==> config.mk <==
export PLATFORM = sky130hd
export DESIGN_NAME = run_sequencer
export DESIGN_NICKNAME = d
export VERILOG_FILES = /design/src/rtl/run_seq_pkg.sv /design/src/rtl/mem_port_arb.sv /design/src/rtl/run_sequencer.sv
export SDC_FILE = /design/constraint.sdc
export NUM_CORES = 1
export LEC_CHECK = 0
export CAP_MARGIN = 20
export CORE_MARGIN = 10
export CORE_UTILIZATION = 30
export CTS_BUF_LIST = sky130_fd_sc_hd__clkbuf_8
export CTS_CLUSTER_SIZE = 14
export DETAILED_ROUTE_END_ITERATION = 10
export GPL_TIMING_DRIVEN = 0
export PLACE_DENSITY = 0.67
export SLEW_MARGIN = 20
export SYNTH_ARGS = -nofsm -noshare
export SYNTH_HDL_FRONTEND = slang
export SYNTH_SLANG_ARGS = --single-unit
==> constraint.sdc <==
create_clock -name clk -period 2.4 [get_ports clk]
set_clock_uncertainty 0.15 [all_clocks]
set_input_delay 0.48 -clock clk [delete_from_list [all_inputs] [get_ports clk]]
set_output_delay 0.48 -clock clk [all_outputs]
set_load 0.005 [all_outputs]
==> src/rtl/run_seq_pkg.sv <==
// Shared types and default widths for the run sequencer and its memory-port arbiter.
package run_seq_pkg;

   // Run controller states.
   typedef enum logic [1:0] {
      IDLE   = 2'd0,
      START  = 2'd1,
      RUN    = 2'd2,
      FINISH = 2'd3
   } state_t;

   // Default data-memory address, data and cycle-counter widths.
   localparam int DEF_AW = 8;
   localparam int DEF_DW = 8;
   localparam int DEF_CW = 16;

   // The core owns the data-memory port while a run is being launched or executing.
   function automatic logic core_owns_port(input state_t s);
      return (s == START) || (s == RUN);
   endfunction

endpackage

==> src/rtl/mem_port_arb.sv <==
// Data-memory port mux. The host owns the port while the core is idle or finished,
// and the core owns it during START and RUN. The host grant is purely combinational.
module mem_port_arb
   import run_seq_pkg::*;
#(
   parameter int AW = DEF_AW,
   parameter int DW = DEF_DW
) (
   input  logic          core_owns,
   input  logic          host_mem_req,
   input  logic          host_mem_we,
   input  logic [AW-1:0] host_addr,
   input  logic [DW-1:0] host_wdata,
   output logic          host_mem_ack,
   input  logic          core_mem_we,
   input  logic [AW-1:0] core_addr,
   input  logic [DW-1:0] core_wdata,
   output logic          mem_we,
   output logic [AW-1:0] mem_addr,
   output logic [DW-1:0] mem_wdata
);

   // Select the port owner. A core write can never reach memory while the host owns the port.
   always_comb begin
      host_mem_ack = 1'b0;
      mem_we       = 1'b0;
      mem_addr     = host_addr;
      mem_wdata    = host_wdata;
      if (core_owns) begin
         mem_we    = core_mem_we;
         mem_addr  = core_addr;
         mem_wdata = core_wdata;
      end else begin
         host_mem_ack = host_mem_req;
         mem_we       = host_mem_req & host_mem_we;
      end
   end

endmodule

==> src/rtl/run_sequencer.sv <==
// Owns one program run on the single-cycle core: launches it with a one-cycle
// core_start, counts RUN cycles until core_done or timeout, and hands the data-memory
// port to the host whenever the core is not running.
module run_sequencer
   import run_seq_pkg::*;
#(
   parameter int          AW      = DEF_AW,
   parameter int          DW      = DEF_DW,
   parameter int          CW      = DEF_CW,
   parameter int unsigned TIMEOUT = 32'h0000_FFFF
) (
   input  logic          clk,
   input  logic          reset,
   input  logic          go,
   output logic          busy,
   output logic          finished,
   output logic          timed_out,
   output logic [CW-1:0] cyc_count,
   output logic          core_start,
   input  logic          core_done,
   input  logic          host_mem_req,
   input  logic          host_mem_we,
   input  logic [AW-1:0] host_addr,
   input  logic [DW-1:0] host_wdata,
   output logic          host_mem_ack,
   input  logic          core_mem_we,
   input  logic [AW-1:0] core_addr,
   input  logic [DW-1:0] core_wdata,
   output logic          mem_we,
   output logic [AW-1:0] mem_addr,
   output logic [DW-1:0] mem_wdata
);

   // Count value in the last RUN cycle before the timeout forces FINISH.
   localparam logic [CW-1:0] LAST_CNT = CW'(TIMEOUT - 1);

   state_t          state;
   state_t          state_nxt;
   logic [CW-1:0]   cyc_count_nxt;
   logic            timed_out_nxt;
   logic            core_owns;

   // State, cycle counter and timeout flag registers, synchronous active-high reset.
   always_ff @(posedge clk) begin
      // NOTE: non-blocking assignments keep every register updated from pre-edge values.
      if (reset) begin
         state     <= IDLE;
         cyc_count <= '0;
         timed_out <= 1'b0;
      end else begin
         state     <= state_nxt;
         cyc_count <= cyc_count_nxt;
         timed_out <= timed_out_nxt;
      end
   end

   // Next state, counter and timeout flag; core_done takes priority over the timeout.
   always_comb begin
      // NOTE: every output gets a hold default first, so no path can infer a latch.
      state_nxt     = state;
      cyc_count_nxt = cyc_count;
      timed_out_nxt = timed_out;
      case (state)
         IDLE, FINISH: begin
            if (go) begin
               state_nxt     = START;
               cyc_count_nxt = '0;
               timed_out_nxt = 1'b0;
            end
         end
         START: begin
            state_nxt = RUN;
         end
         RUN: begin
            if (core_done) begin
               state_nxt     = FINISH;
               timed_out_nxt = 1'b0;
            end else if (cyc_count == LAST_CNT) begin
               state_nxt     = FINISH;
               cyc_count_nxt = cyc_count + 1'b1;
               timed_out_nxt = 1'b1;
            end else begin
               cyc_count_nxt = cyc_count + 1'b1;
            end
         end
         default: begin
            state_nxt = IDLE;
         end
      endcase
   end

   // Moore status outputs decoded from the state alone.
   assign busy       = (state == START) || (state == RUN);
   assign finished   = (state == FINISH);
   assign core_start = (state == START);
   assign core_owns  = core_owns_port(state);

   mem_port_arb #(
      .AW (AW),
      .DW (DW)
   ) u_mem_port_arb (
      .core_owns    (core_owns),
      .host_mem_req (host_mem_req),
      .host_mem_we  (host_mem_we),
      .host_addr    (host_addr),
      .host_wdata   (host_wdata),
      .host_mem_ack (host_mem_ack),
      .core_mem_we  (core_mem_we),
      .core_addr    (core_addr),
      .core_wdata   (core_wdata),
      .mem_we       (mem_we),
      .mem_addr     (mem_addr),
      .mem_wdata    (mem_wdata)
   );

endmodule

==> results.cfg <==
[status]
status = completed

[floorplanning]
num_io_pins = 77
die-area_sq_mm = 0.00722
start_util_pct = 31.4
core_area_sq_mm = 0.00403
num_rows = 23
die_y_um = 85.0
fp.dieW_um = 85.0

[setup_path]
critical_path.slowest_cell = dfxtp_2
r2r-start = state[0]
r2r_slack_ns = 0.27
worstSetupStartpointType = flip-flop
path_buf_inv = 3
path_max_fanout = 5
setup.worst_path.class = reg -> out
crit_required_ns = 1.77
crit_arrival_ns = 1.71
slowest_delay_ns = 0.34
critPathTopFamily = buffers and inverters
path_cells = inv_1, ha_4, clkbuf_16, mux2_2, dlygate4sd2_1
worstSetupEndpointType = output port
startpoint = state[0]

[routing]
drt_iter0_drc = 54
post_drt_wl_per_cell_um = 15.3
routed_wl_um = 4210
vias_per_cell = 5.06
first_pass_iters = 4
drc_errors = 0
drtAntennaViolNets = 0
via_count = 1391

[sta]
setup_viol = 0
max_freq_mhz = 428
finalCritPeriodShare_pct = 97.4
tightest_slew_ns = 0.467
worst_slack_ns = 0.0628
slew_headroom_pct = 68.6
post-route-min-period_ns = 2.34
whs_ns = 0.364
drv_slew = 0
hold_viol = 0

[synthesis]
synth_cell_types = 40
synth_flop_cell = dfxtp_1
synth-edff-count = 0
ys_seq_elements = 19
seq_area_frac_synth_pct = 30.0
synth_async_sr_flop_share_pct = 0
syn_nets = 188
syn_area_sq_mm = 0.00127
synth-warning-count = 0
synth_area_per_cell_sq_um = 8.85
synth_cells = 143

[final_layout]
final_common_cell = clkdlybuf4s50_1
drive_above_1_share_pct = 16.0
multi_input_area_sq_um = 845
nFillCells = 407
areaGrowthSynthToFinish_pct = 72.8
stdcell_area_sq_mm = 0.00219
antenna_cells = 0
nets = 271
register_area_sq_um = 382
final_cell_mix = clkdlybuf4s50_1 (57), dfxtp_1 (18), mux2_2 (16)

[clock_tree]
cts_tree = built
cts_made_buffers = 3
clkSinkCount = 19
ctsHoldBuffers = 0
clk_pin_slew_ns = 0.08
worstSkewPairLatency_ns = 0.26
cts_max_path_buffers = 2
root_buffer = clkbuf_8
htreeDepth = 1

[run]
max-cap-violations = 0

[global_routing]
grt_max_degree = 12
antenna_found_initial = 0
grtUsageTotal_pct = 10.9
grt-ovfl-total = 0
grt_pass1_vias = 1396
grt_pass1_wl_um = 6680

[placement]
port_buffers = 75
pre_cts_slack_ns = -0.361
dpl_cell_area_sq_mm = 0.00208
dp_hpwl_um = 3460
gp_congestion = 0.771

[power]
vdd_ir_drop_max_mv = 0.441
p_total_w = 0.00170
p_leak_nw = 0.820
power.density_mw_per_mm2 = 775

[worst_hold_path]
min_from = cyc_count[13]
holdCritPathClass = reg -> reg
[worst reg2reg max path, stage by stage (launching register included)]
cell	delay, ns
dfxtp_2	0.34
inv_1	0.07
ha_4	0.31
buf_4	0.13
mux2_4	0.31
buf_4	0.18
a21o_1	0.24
buf_2	0.21
a21oi_1	0.13
[logic make-up after synthesis]
family	Yosys count	share of synthesized area [%]
multiplexers	18	16.2
flip-flops	19	30.0
buffers and inverters	13	4.25
adder cells (fa/ha/maj)	6	5.93
AND/OR/NAND/NOR	52	24.7
AO/OA/AOI/OAI	28	14.0
XOR/XNOR	7	4.84
[layer usage]
metal,vias up,track usage [%],routed length [um]
met3,4,12.0,1010
met4,0,2.69,26
met2,82,15.2,1610
li1,687,-,-
met1,618,10.7,1560
met5,-,0,0
[final timing paths]
kind | to | cells past startpoint
setup / recovery | mem_addr[1] | 5
hold / removal | cyc_count[13] | 2
setup reg to reg | cyc_count[7] | 8
hold reg to reg | cyc_count[13] | 2
[timing repair]
| item | CTS | global route |
|---|---|---|
| resized for setup | 27 | 9 |
| endpoints found under the setup margin | 19 | 11 |
| pin swaps | 1 | 1 |
| setup buffers | 2 | 0 |
| cloned | 0 | 1 |
[layout make-up]
cell class / instances / share of cell area (%)
inverter: 8 / 1.37
clock buffer: 3 / 1.89
multi-input combinational: 111 / 38.6
timing repair buffer: 78 / 35.0
sequential: 19 / 17.4
clock inverter: 1 / 0.229
tap: 50 / 2.86
buffer: 5 / 2.57
[Yosys cell counts, drive strengths merged (2+ instances only)]
cell / count / area, sq um
a211oi: 2 / 15.0
a21oi: 11 / 58.8
and2: 3 / 18.8
and3: 2 / 12.5
and4: 2 / 17.5
buf: 2 / 12.5
clkbuf: 3 / 11.3
dfxtp: 19 / 380
ha: 6 / 75.1
inv: 8 / 30.0
mux2: 17 / 195
nand2: 7 / 28.8
nand2b: 2 / 12.5
nand3: 4 / 20.0
nand4: 9 / 71.3
nor2: 10 / 37.5
nor3: 2 / 10.0
o21ai: 7 / 35.0
o31ai: 3 / 22.5
or3: 4 / 25.0
or4: 3 / 26.3
xor2: 6 / 52.6
[flip-flops by register name, indices dropped and copies added, names as in the netlist]
register,count
state,2
cyc_count,16
timed_out,1
[per-stage QoR]
stage,TNS (ns),std cells,utilization [%]
floorplan,0,143,-
global placement,-5.75,268,51.6
detailed placement,-5.61,268,51.6
CTS,0,274,53.7
global route,-0.00496,275,54.3
finish,0,275,54.3
[report_power, final]
part	leakage [nW]	switching, W	internal (W)
logic	0.640	0.000447	0.000672
clock network	0.0255	0.000110	0.000115
registers	0.154	0.0000168	0.000335
total	0.820	0.000574	0.00112
Note: power is estimated with default switching activity, not from simulation.
